## src/rtl/div16s8u_if.sv

```systemverilog
// div16s8u_if: request/result bundle for the 16-bit signed by 8-bit unsigned divider.
// Ports: i_start/i_a/i_b are driven by the master; o_busy/o_done/o_q/o_r (and o_dz
// when DIV_ZERO_CHK_EN is defined) are driven by the divider through the slave modport.
interface div16s8u_if;
  logic        i_start;
  logic [15:0] i_a;
  logic [7:0]  i_b;
  logic        o_busy;
  logic        o_done;
  logic [15:0] o_q;
  logic [8:0]  o_r;
`ifdef DIV_ZERO_CHK_EN
  logic        o_dz;
`endif

  modport master (
    output i_start, i_a, i_b,
`ifdef DIV_ZERO_CHK_EN
    input  o_dz,
`endif
    input  o_busy, o_done, o_q, o_r
  );

  modport slave (
    input  i_start, i_a, i_b,
`ifdef DIV_ZERO_CHK_EN
    output o_dz,
`endif
    output o_busy, o_done, o_q, o_r
  );
endinterface

```

## src/rtl/div16s8u.sv

```systemverilog
// div16s8u: sequential 16-bit signed / 8-bit unsigned divider, truncating toward zero.
// Latency: start accepted at E0, o_done high for one cycle after E17, next start at E19.
// Backpressure: none; i_start is ignored while o_busy is high.
// Ports: clk, rst_n (async active-low), bus (slave modport of div16s8u_if):
//   i_start/i_a/i_b request, o_busy/o_done status, o_q quotient, o_r remainder,
//   o_dz divide-by-zero flag (only when DIV_ZERO_CHK_EN is defined).
// Optional feature macro: DIV_ZERO_CHK_EN.
module div16s8u (
  input  logic        clk,
  input  logic        rst_n,
  div16s8u_if.slave   bus
);

  localparam logic [1:0] IDLE = 2'd0;
  localparam logic [1:0] CALC = 2'd1;
  localparam logic [1:0] SIGN = 2'd2;
  localparam logic [1:0] DONE = 2'd3;

  logic [1:0]  r_state;
  logic [3:0]  r_cnt;
  logic [15:0] r_mag;   // |a| shifts out MSB-first while quotient bits shift in at the LSB
  logic [7:0]  r_rem;   // partial remainder, always < b so 8 bits suffice
  logic [7:0]  r_b;
  logic        r_neg;
  logic [15:0] r_q;
  logic [8:0]  r_r;
`ifdef DIV_ZERO_CHK_EN
  logic        r_dz;
`endif

  logic [8:0]  w_trial;
  logic [9:0]  w_diff;
  logic        w_qbit;
  logic [15:0] w_a_mag;

  // Magnitude of a as 16-bit unsigned; -32768 maps to 0x8000 without loss.
  assign w_a_mag = bus.i_a[15] ? (~bus.i_a + 16'd1) : bus.i_a;

  // One restoring step: bring down the next dividend bit and try subtracting b.
  assign w_trial = {r_rem, r_mag[15]};
  assign w_diff  = {1'b0, w_trial} - {2'b00, r_b};
  assign w_qbit  = ~w_diff[9];

  always_ff @(posedge clk or negedge rst_n) begin
    if (!rst_n) begin
      r_state <= IDLE;
      r_cnt   <= 4'd0;
      r_mag   <= 16'd0;
      r_rem   <= 8'd0;
      r_b     <= 8'd0;
      r_neg   <= 1'b0;
      r_q     <= 16'd0;
      r_r     <= 9'd0;
`ifdef DIV_ZERO_CHK_EN
      r_dz    <= 1'b0;
`endif
    end else begin
      case (r_state)
        IDLE: begin
          if (bus.i_start) begin
            r_mag   <= w_a_mag;
            r_neg   <= bus.i_a[15];
            r_b     <= bus.i_b;
            r_rem   <= 8'd0;
            r_cnt   <= 4'd0;
            r_state <= CALC;
          end
        end
        CALC: begin
          r_rem <= w_qbit ? w_diff[7:0] : w_trial[7:0];
          r_mag <= {r_mag[14:0], w_qbit};
          r_cnt <= r_cnt + 4'd1;
          if (r_cnt == 4'd15) begin
            r_state <= SIGN;
          end
        end
        SIGN: begin
`ifdef DIV_ZERO_CHK_EN
          if (r_b == 8'd0) begin
            // Saturate toward the sign of a; remainder is meaningless so force 0.
            r_q  <= r_neg ? 16'h8000 : 16'h7FFF;
            r_r  <= 9'd0;
            r_dz <= 1'b1;
          end else begin
            r_q  <= r_neg ? (~r_mag + 16'd1) : r_mag;
            r_r  <= r_neg ? (~{1'b0, r_rem} + 9'd1) : {1'b0, r_rem};
            r_dz <= 1'b0;
          end
`else
          r_q <= r_neg ? (~r_mag + 16'd1) : r_mag;
          r_r <= r_neg ? (~{1'b0, r_rem} + 9'd1) : {1'b0, r_rem};
`endif
          r_state <= DONE;
        end
        DONE: begin
          r_state <= IDLE;
        end
        default: begin
          r_state <= IDLE;
        end
      endcase
    end
  end

  assign bus.o_busy = (r_state != IDLE);
  assign bus.o_done = (r_state == DONE);
  assign bus.o_q    = r_q;
  assign bus.o_r    = r_r;
`ifdef DIV_ZERO_CHK_EN
  assign bus.o_dz   = r_dz;
`endif

endmodule
```

## src/flat_wrapper.sv

```systemverilog
// flat-port wrapper written by rule: the top's interface ports become plain ports
module div16s8u_flat 
  (clk, rst_n, bus_i_start, bus_i_a, bus_i_b, bus_o_busy, bus_o_done, bus_o_q, bus_o_r);
  div16s8u_if bus_i ();
  input  logic clk;
  input  logic rst_n;
  input wire logic [$bits(bus_i.i_start)-1:0] bus_i_start;
  input wire logic [$bits(bus_i.i_a)-1:0] bus_i_a;
  input wire logic [$bits(bus_i.i_b)-1:0] bus_i_b;
  output wire logic [$bits(bus_i.o_busy)-1:0] bus_o_busy;
  output wire logic [$bits(bus_i.o_done)-1:0] bus_o_done;
  output wire logic [$bits(bus_i.o_q)-1:0] bus_o_q;
  output wire logic [$bits(bus_i.o_r)-1:0] bus_o_r;
  assign bus_i.i_start = bus_i_start;
  assign bus_i.i_a = bus_i_a;
  assign bus_i.i_b = bus_i_b;
  assign bus_o_busy = bus_i.o_busy;
  assign bus_o_done = bus_i.o_done;
  assign bus_o_q = bus_i.o_q;
  assign bus_o_r = bus_i.o_r;
  div16s8u u_core (.clk(clk), .rst_n(rst_n), .bus(bus_i));
endmodule
```

## config.mk

```make
export PLATFORM = sky130hd
export DESIGN_NAME = div16s8u_flat
export DESIGN_NICKNAME = d
export VERILOG_FILES = /design/src/rtl/div16s8u_if.sv /design/src/rtl/div16s8u.sv /design/src/flat_wrapper.sv
export SDC_FILE = /design/constraint.sdc
export NUM_CORES = 1
export LEC_CHECK = 0
export CORE_UTILIZATION = 50
export CTS_BUF_LIST = sky130_fd_sc_hd__clkbuf_16
export CTS_CLUSTER_SIZE = 10
export DETAILED_ROUTE_END_ITERATION = 8
export GPL_TIMING_DRIVEN = 0
export PLACE_DENSITY = 0.77
export SKIP_CTS_REPAIR_TIMING = 1
export SYNTH_ARGS = -nofsm -noshare
export SYNTH_HDL_FRONTEND = slang
export SYNTH_SLANG_ARGS = --single-unit
```

## constraint.sdc

```tcl
create_clock -name clk -period 2 [get_ports clk]
set_clock_uncertainty 0.15 [all_clocks]
set_input_delay 0.4 -clock clk [delete_from_list [all_inputs] [get_ports clk]]
set_output_delay 0.4 -clock clk [all_outputs]
set_load 0.02 [all_outputs]
```

==> metrics.md <==
| Metric | Value |
|---|---|
| Final Hold Fails | 29 |
| Vias in the first global route | 3,111 |
| Wire length of the first global-routing pass | 14,900 um |
| Tot GR Track Use | 23.1% |
| DP HPWL | 6600 um |
| Rows | 31 |
| Clock tree buffer depth | 2 |
| Delay-heaviest family, CP | compound AO/OA/AOI/OAI gates |
| Netlist cell types | 52 |
| Worst Reg-to-Reg Cells | 7 |
| Core Area | 7370 um2 |
| Clock share of power | 16.0% |
| Final Non-Filler Cells | 600 |
| Drt wl/cell | 16.3 um |
| GP Congestion | 0.867 |
| Yosys reg bits | 64 |
| Design area | 5170 um2 |
| Worst setup SP type | flip-flop |
| Antenna viol nets, final | 0 |
| Filler instances | 564 |
| P_leak | 2.27 nW |
| NetSw | 0.00431 W |
| Synth Area per Inst | 9.20 um2 |
| Worst EP required | 2060 ps |
| Total wire length | 9760 um |
| Post-synth EDFFs | 0 |
| Worst Path Max Fanout | 6 |
| Max_slew headroom | 52.2% |
| Critical Path, Cell by Cell | ha_4, buf_6, nand4_1, a2111oi_4, nor2_2, nand4b_1, a31o_2 |
| Setup ws final | -216 ps |
| Dominant synthesized flop cell | dfrtp_1 |
| Syn Nets | 463 |
| Yosys warnings | 0 |
| R2R setup slack | -220 ps |
| Worst-Skew Late Latency | 330 ps |
| Antenna violations before repair | 0 |
| Diode count | 0 |
| H-Tree Depth | 3 |
| Drt first pass iters | 4 |
| Clk sinks | 64 |
| Reg2reg start | u_core.r_rem[4] |
| Least-Margin Pin Slew | 717 ps |
| Status | finished with violations |
| CTS tree | done |
| VDD IR-drop max | 0.000895 V |
| Crit-path max cell delay | 460 ps |
| Final Max Tran Viols | 0 |
| Crit path kind | flip-flop to flip-flop |
| Via density | 5.64 |
| Share of cells above drive strength 1 | 19.6% |
| Mapped Area | 3850 um2 |
| Final Hold Slack | -24.6 ps |
| WP data arrival | 2280 ps |
| Nets | 540 |
| Post-synth ARST share | 100% |
| Inserted Clock Buffers | 9 |
| Fin util | 70.2% |
| Syn Inst Count | 419 |
| Overall die width | 89.8 um |
| DP Area | 4530 um2 |
| Remaining global-route overflow | 0 |
| Worst-path clk slew | 50 ps |
| CTS root buf | clkbuf_16 |
| Finish-stage setup viols | 13 |
| Gate power share | 57.4% |
| Register Area | 1610 um2 |
| Max-cap violations | 0 |
| Largest net degree at the start of global routing | 36 |
| Full die area | 8060 um2 |
| Placed cells | 571 |
| Critical Path End Type | flip-flop |
| Initial core utilization | 52.3% |
| Violated checks | hold timing, setup timing |
| Total I/O pin count | 54 |
| Layout area overhead | 34.3% |
| Multi-input gate area | 2310 um2 |
| Critical path's slowest cell | dfrtp_2 |
| Sequential element share of the synthesized area | 41.6% |
| Type of the worst min-delay path | primary input to asynchronous set/reset pin |
| Switching share of power | 44.1% |
| Total internal power | 0.00546 W |
| Worst Path Buf+Inv | 1 |
| FF-to-FF End | u_core.r_rem[6] |
| RSZ-0062 raised after global routing | true |
| Sequential power share | 26.6% |
| # DRC | 0 |
| Die Y-Extent | 89.8 um |
| Max Freq | 451 MHz |
| PwrDens | 1890 nW/um2 |
| PortBufs | 52 |
| Routed via count | 3,382 |
| Drt initial violations | 211 |
| Final period util | 111% |
| Fin crit period | 2220 ps |
[cell usage after synthesis, types with 5 or more instances]
cell,count,area share (%)
or2_2,5,0.81
dfrtp_1,64,42
mux2_2,11,3.2
nor3_1,6,0.78
a21oi_1,41,5.3
xor2_1,28,6.4
xnor2_1,8,1.8
nand4_1,5,0.81
o31ai_1,8,1.6
o21ai_0,32,4.2
nor2_1,48,4.7
clkbuf_1,13,1.3
buf_1,5,0.49
nand2_1,36,3.5
or3_1,5,0.81
inv_1,19,1.9
mux2i_1,11,2.9
ha_1,16,5.2
[logic make-up after synthesis]
logic type | Yosys count | share of synthesized area, %
AND/OR/NAND/NOR | 125 | 15.8
AO/OA/AOI/OAI | 114 | 18.5
flip-flops | 64 | 41.6
buffers and inverters | 41 | 4.09
XOR/XNOR | 36 | 8.18
multiplexers | 22 | 6.07
adder cells (fa/ha/maj) | 17 | 5.71
[cell usage in the layout (no fill, tap or decap), types with 12 or more instances in the layout]
cell type        Yosys  final
dfrtp_1             64     59
nor2_1              48     47
clkdlybuf4s50_1      0     44
a21oi_1             41     39
nand2_1             36     34
o21ai_0             32     31
xor2_1              28     28
inv_1               19     18
buf_4                0     15
ha_1                16     12
[per-layer routing]
layer | track usage (%) | routed length (um) | vias up
met2 | 36.5 | 4790 | 103
met5 | 0 | 0 | -
met3 | 3.30 | 537 | 13
met4 | 8.33 | 109 | 0
met1 | 32.3 | 4320 | 1631
li1 | - | - | 1635
[worst max-delay path by stage]
stage,from,endpoint,slack [ps],cells after the start
detailed placement,bus_i_start,u_core.r_mag[7],-600,7
global placement,rst_n,u_core.bus.o_q[5],-1650,1
CTS,u_core.r_state[0],u_core.r_mag[6],-440,8
floorplan,u_core.r_rem[3],u_core.r_rem[0],2,7
finish,u_core.r_rem[4],u_core.r_rem[6],-220,7
global route,u_core.r_rem[5],u_core.r_rem[4],-310,7
[stage by stage]
stage	setup WS [ps]	TNS [ps]	total power (W)
after detailed placement	-598	-12680	0.00741
after floorplan	1.85	0	0.00590
after global placement	-1650	-116150	0.00723
final	-216	-1730	0.00977
after CTS	-441	-8710	0.00903
after global routing	-311	-2940	0.0104
[flip-flops by register name, indices dropped and copies added, names as in the netlist]
register        cells
u_core.r_mag       16
u_core.r_rem        8
u_core.r_b          8
u_core.bus.o_q     16
u_core.r_state      2
u_core.r_cnt        4
u_core.bus.o_r      9
u_core.r_neg        1
[cell type report]
cell class,instances,area share (%)
multi-input cells,314,44.7
clock buffers,9,4.35
flip-flops and latches,64,31.1
repair buffers,67,12.5
plain buffers,20,2.08
well taps,99,2.39
inverters,20,1.45
clock inverters,7,1.40
[power groups by stage]
stage          Clock [W]  Combinational (W)  Sequential [W]
2_1_floorplan          0            0.00321         0.00269
3_3_place_gp           0            0.00472         0.00251
3_5_place_dp           0            0.00487         0.00254
4_1_cts          0.00158            0.00493         0.00253
5_1_grt          0.00164            0.00610         0.00268
6_report         0.00156            0.00561         0.00260
No activity file was read; power rests on OpenSTA's default activity.
